===== config.mk =====
export PLATFORM = sky130hd
export DESIGN_NAME = mem_client_arbiter
export DESIGN_NICKNAME = d
export VERILOG_FILES = /design/src/rtl/mem_pkg.sv /design/src/rtl/id_fifo.sv /design/src/rtl/mem_client_arbiter.sv
export SDC_FILE = /design/constraint.sdc
export NUM_CORES = 1
export LEC_CHECK = 0
export CAP_MARGIN = 20
export CORE_AREA = 2 2 164 166
export DETAILED_ROUTE_END_ITERATION = 10
export DIE_AREA = 0 0 166 168
export SYNTH_ARGS = -nofsm -noshare
export SYNTH_HDL_FRONTEND = slang
export SYNTH_SLANG_ARGS = --single-unit

===== constraint.sdc =====
create_clock -name CLK -period 3.7 [get_ports CLK]
set_input_delay 0.37 -clock CLK [delete_from_list [all_inputs] [get_ports CLK]]
set_output_delay 0.37 -clock CLK [all_outputs]
set_load 0.1 [all_outputs]

===== src/rtl/mem_pkg.sv =====
// Shared memory-operation types for the BRAM client front end.
// A request/response is {byte_en, addr, data}; an all-zero byte_en marks a read.
package mem_pkg;

    localparam int REQ_ADDR_WIDTH = 32;
    localparam int REQ_DATA_WIDTH = 32;
    localparam int MEM_OP_SIZE    = 4 + REQ_ADDR_WIDTH + REQ_DATA_WIDTH;

    typedef struct packed {
        logic [3:0]                byte_en;
        logic [REQ_ADDR_WIDTH-1:0] addr;
        logic [REQ_DATA_WIDTH-1:0] data;
    } mem_op_t;

    typedef logic client_id_t;

    function automatic logic is_read(input mem_op_t op);
        return op.byte_en == 4'b0000;
    endfunction

endpackage


===== src/rtl/id_fifo.sv =====
// DEPTH x 1-bit synchronous FIFO holding the client ID of each read in flight.
// Push while full and pop while empty are ignored.
module id_fifo
    import mem_pkg::*;
#(
    parameter int DEPTH = 4
) (
    input  logic                     CLK,
    input  logic                     RST,
    input  logic                     push,
    input  logic                     pop,
    input  logic                     din,
    output logic                     dout,
    output logic                     full,
    output logic                     empty,
    output logic [$clog2(DEPTH):0]   count
);

    localparam int AW = $clog2(DEPTH);
    localparam int CW = AW + 1;

    logic [DEPTH-1:0] slots;
    logic [AW-1:0]    wr_ptr;
    logic [AW-1:0]    rd_ptr;
    logic             do_push;
    logic             do_pop;

    assign full    = (count == CW'(DEPTH));
    assign empty   = (count == '0);
    assign do_push = push && !full;
    assign do_pop  = pop && !empty;
    assign dout    = slots[rd_ptr];

    // Pointers are exactly AW bits wide, so they wrap on their own.
    always_ff @(posedge CLK or posedge RST) begin
        if (RST) begin
            slots  <= '0;
            wr_ptr <= '0;
            rd_ptr <= '0;
            count  <= '0;
        end else begin
            if (do_push) begin
                slots[wr_ptr] <= din;
                wr_ptr        <= wr_ptr + AW'(1);
            end
            if (do_pop) begin
                rd_ptr <= rd_ptr + AW'(1);
            end
            if (do_push && !do_pop) begin
                count <= count + CW'(1);
            end else if (!do_push && do_pop) begin
                count <= count - CW'(1);
            end
        end
    end

endmodule


===== src/rtl/mem_client_arbiter.sv =====
// Two-client round-robin front end for the single-port BRAM model; read
// responses are steered back to their issuer in order via an ID FIFO.
module mem_client_arbiter
    import mem_pkg::*;
#(
    parameter int DEPTH    = 4,
    parameter int OP_WIDTH = MEM_OP_SIZE
) (
    input  logic                   CLK,
    input  logic                   RST,

    input  logic                   c0_req_valid,
    output logic                   c0_req_ready,
    input  logic [OP_WIDTH-1:0]    c0_req,
    output logic                   c0_resp_valid,
    input  logic                   c0_resp_ready,
    output logic [OP_WIDTH-1:0]    c0_resp,

    input  logic                   c1_req_valid,
    output logic                   c1_req_ready,
    input  logic [OP_WIDTH-1:0]    c1_req,
    output logic                   c1_resp_valid,
    input  logic                   c1_resp_ready,
    output logic [OP_WIDTH-1:0]    c1_resp,

    output logic                   mem_put_valid,
    input  logic                   mem_put_ready,
    output logic [OP_WIDTH-1:0]    mem_put_request,
    input  logic                   mem_get_ready,
    output logic                   mem_get_valid,
    input  logic [OP_WIDTH-1:0]    mem_get_response,

    output logic [$clog2(DEPTH):0] outstanding,
    output logic                   err_orphan
);

    mem_op_t    c0_op;
    mem_op_t    c1_op;
    mem_op_t    win_op;
    logic       c0_elig;
    logic       c1_elig;
    logic       grant_any;
    client_id_t grant_id;
    client_id_t last_grant;
    client_id_t head;
    logic       fifo_full;
    logic       fifo_empty;
    logic       put_fire;
    logic       fifo_push;
    logic       fifo_pop;

    assign c0_op = mem_op_t'(c0_req);
    assign c1_op = mem_op_t'(c1_req);

    // Writes never need a FIFO slot, so only reads stall on a full FIFO.
    assign c0_elig = c0_req_valid && (!is_read(c0_op) || !fifo_full);
    assign c1_elig = c1_req_valid && (!is_read(c1_op) || !fifo_full);

    always_comb begin
        grant_any = c0_elig || c1_elig;
        grant_id  = 1'b0;
        if (c0_elig && c1_elig) begin
            grant_id = !last_grant;
        end else if (c1_elig) begin
            grant_id = 1'b1;
        end
    end

    assign win_op          = grant_id ? c1_op : c0_op;
    assign mem_put_valid   = !RST && grant_any;
    assign mem_put_request = mem_put_valid ? win_op : '0;
    assign c0_req_ready    = mem_put_valid && mem_put_ready && !grant_id;
    assign c1_req_ready    = mem_put_valid && mem_put_ready && grant_id;
    assign put_fire        = mem_put_valid && mem_put_ready;
    assign fifo_push       = put_fire && is_read(win_op);

    always_ff @(posedge CLK or posedge RST) begin
        if (RST) begin
            last_grant <= 1'b1;
        end else if (put_fire) begin
            last_grant <= grant_id;
        end
    end

    assign c0_resp_valid = !RST && mem_get_ready && !fifo_empty && !head;
    assign c1_resp_valid = !RST && mem_get_ready && !fifo_empty && head;
    assign c0_resp       = mem_get_response;
    assign c1_resp       = mem_get_response;
    assign mem_get_valid = !RST && !fifo_empty && (head ? c1_resp_ready : c0_resp_ready);
    assign fifo_pop      = mem_get_ready && mem_get_valid;

    // A response with nothing outstanding means the memory and this block disagree.
    always_ff @(posedge CLK or posedge RST) begin
        if (RST) begin
            err_orphan <= 1'b0;
        end else if (mem_get_ready && fifo_empty) begin
            err_orphan <= 1'b1;
        end
    end

    id_fifo #(
        .DEPTH (DEPTH)
    ) u_id_fifo (
        .CLK   (CLK),
        .RST   (RST),
        .push  (fifo_push),
        .pop   (fifo_pop),
        .din   (grant_id),
        .dout  (head),
        .full  (fifo_full),
        .empty (fifo_empty),
        .count (outstanding)
    );

endmodule


==> flow_summary.yaml <==
status:
  status: "complete, no violations"
cts:
  ctsHoldBuffers: 0
  h-tree-depth: 1
  cts_sinks: 13
  clockBufferDepth: 2
  cts.repair.resized: 0
  numCtsBuffers: 3
  cts_tree: "yes"
  clk_latency_ns: 0.24
  post-cts-setup-buffer-count: 0
  clockRootBuffer: "clkbuf_16"
  cts.clk_slew.worst_paths_ns: 0.04
yosys:
  syn_nets: 661
  yosys_most_used_dff: "dfrtp_1"
  synth-edff-count: 0
  synth_largest_area_cell: "buf_4"
  seq_area_frac_synth: 0.114
  avgSynthCellArea_um2: 6.48
  synth_top_area_frac: 0.358
  syn_inst: 443
  synth_warnings: 0
  synth_cell_types: 36
  async_flop_share: 1.00
  synthTopCellsByArea: "buf_4 (36%), nand2_1 (18%), a21oi_1 (12%)"
  synth_seq_cells: 13
  syn-cell-area_um2: 2870
layout:
  nets: 733
  final_core_util: 0.209
  n_antenna_cell: 0
  nFillCells: 2898
  final_common_cell: "clkdlybuf4s50_1"
  drive_gt1_frac: 0.331
  areaGrowthSynthToFinish_pct: 91.2
  fin_area_um2: 5490
  final_cell_mix: "clkdlybuf4s50_1 (147), nand2_1 (139), buf_12 (73)"
worst_setup_path:
  cp_data_required_time_ns: 3.33
  crit_fanout: 69
  endpoint_kind: "primary output"
  reg2reg_depth: 10
  critical_path_class: "flop to primary output"
  critical_path_arrival_ns: 2.86
  worst_setup_path_start_kind: "flop"
job:
  max-cap-violations: 0
timing:
  rsz0062_at_grt: "no"
  finalCritPeriodShare: 0.873
  maxClockFrequency_mhz: 310
  fin_setup_tns_ns: 0
  setup_violations: 0
  slew_violations: 0
  max-slew-margin-rel: 0.343
  period_minus_slack_ns: 3.23
  worst-slew-pin-transition_ns: 0.982
  hold_violations: 0
  finClkSkew_ns: 0.00317
power:
  leakage_uw: 0.00207
  p_per_area_nw_per_um2: 356
  vdd_drop_max_v: 0.000608
placed_design:
  gp_congestion: 0.749
  hpwl_um: 9140
  place_area_um2: 5420
  io_buffers: 221
grt:
  antenna_found_initial: 0
  grt-busiest-layer: "met2"
  grt_pass1_wl_um: 17400
  use_met2: 0.113
  grtUsageTotal: 0.0770
  grt_max_degree: 70
  use_met1: 0.0978
  grt.overflow.total: 0
  globalRouteMet3Util: 0.0308
  grt_pass1_vias: 3048
die:
  ios: 426
  start_util: 0.109
  num_rows: 60
  die_w_um: 166
  die_h_um: 168
  die-area_um2: 27900
  core_region_area_um2: 26400
worst_hold_path:
  holdPathStages: 1
  hp-class: "flop to flop"
routing:
  wl_per_cell_um: 13.4
  drtIter0Drc: 101
  postRouteAntennaNets: 0
  drt_wl_total_um: 11400
  first_pass_iters: 4
  drcViolationCount: 0
  vias: 2938
  vias_per_cell: 3.44
layout make-up:
type / count / area, um2 / area share
flip-flops and latches: 13 / 327 / 0.0594
repair buffers: 226 / 2980 / 0.542
multi-input cells: 266 / 1670 / 0.303
clock buffers: 4 / 78.8 / 0.0143
well taps: 341 / 427 / 0.0777
inverters: 5 / 18.8 / 0.00342
stage by stage:
stage,power [uW],std cells,hold slack (ns),worst slack [ns]
6_report,1960,855,0.451,0.470
5_1_grt,2050,855,0.483,0.302
2_1_floorplan,1900,443,0.254,0.0506
3_5_place_dp,1770,851,0.444,0.316
4_1_cts,1970,855,0.454,0.452
3_3_place_gp,1760,851,0.445,0.360
per-layer routing:
layer,share of wire,up-vias
met5,0,-
met4,0.052,0
met3,0.11,67
met2,0.42,158
met1,0.42,1285
li1,-,1428
logic make-up after synthesis:
kind of cell	after synthesis	share of synthesized area
fa+ha+maj	6	0.0287
xor+xnor	6	0.0183
buf+inv	164	0.405
simple gates	164	0.230
compound gates	81	0.164
flops	13	0.114
mux	9	0.0401
synth_stat cells, types with 2 or more instances:
| cell | instances |
|---|---|
| nand2_1 | 140 |
| buf_4 | 137 |
| a21oi_1 | 68 |
| buf_2 | 15 |
| dfrtp_1 | 12 |
| nor2_1 | 7 |
| mux2_2 | 6 |
| and3_1 | 5 |
| clkbuf_1 | 5 |
| ha_1 | 5 |
| inv_1 | 5 |
| o211ai_1 | 4 |
| xnor2_1 | 4 |
| nor2b_1 | 3 |
| buf_6 | 2 |
| nor3_1 | 2 |
| o21ai_0 | 2 |
| or3_1 | 2 |
| xor2_1 | 2 |
critical path, cell delays in order (launching register included):
cell	delay, ns
dfrtp_1	0.44
or3b_1	0.57
o31ai_4	0.42
or2_2	0.21
buf_12	0.29
nand2_1	0.13
a21oi_2	0.29
buf_12	0.22
flip-flops by register name (all words and copies together), names as in the netlist:
name / flops
u_id_fifo.slots: 4
err_orphan: 1
last_grant: 1
u_id_fifo.wr_ptr: 2
u_id_fifo.rd_ptr: 2
u_id_fifo.count: 3
path summary, 6_finish.rpt:
kind                                    startpoint                   to  slack, ns
max in group asynchronous                      RST  u_id_fifo.wr_ptr[1]       2.71
worst min register to register          err_orphan           err_orphan       0.45
worst max-delay path            u_id_fifo.count[0]  mem_put_request[45]       0.47
worst max register to register  u_id_fifo.count[0]   u_id_fifo.count[2]       0.55
min in group asynchronous                      RST           err_orphan       0.62
worst min-delay path                    err_orphan           err_orphan       0.45
power breakdown:
| part | total (uW) | leakage [uW] | switching [uW] | internal (uW) |
|---|---|---|---|---|
| clock network | 200 | 0.0000382 | 55.2 | 145 |
| logic | 1510 | 0.00187 | 960 | 548 |
| registers | 249 | 0.000157 | 57.1 | 192 |
| total | 1960 | 0.00207 | 1070 | 885 |
Power figures use the tool's default switching activity.
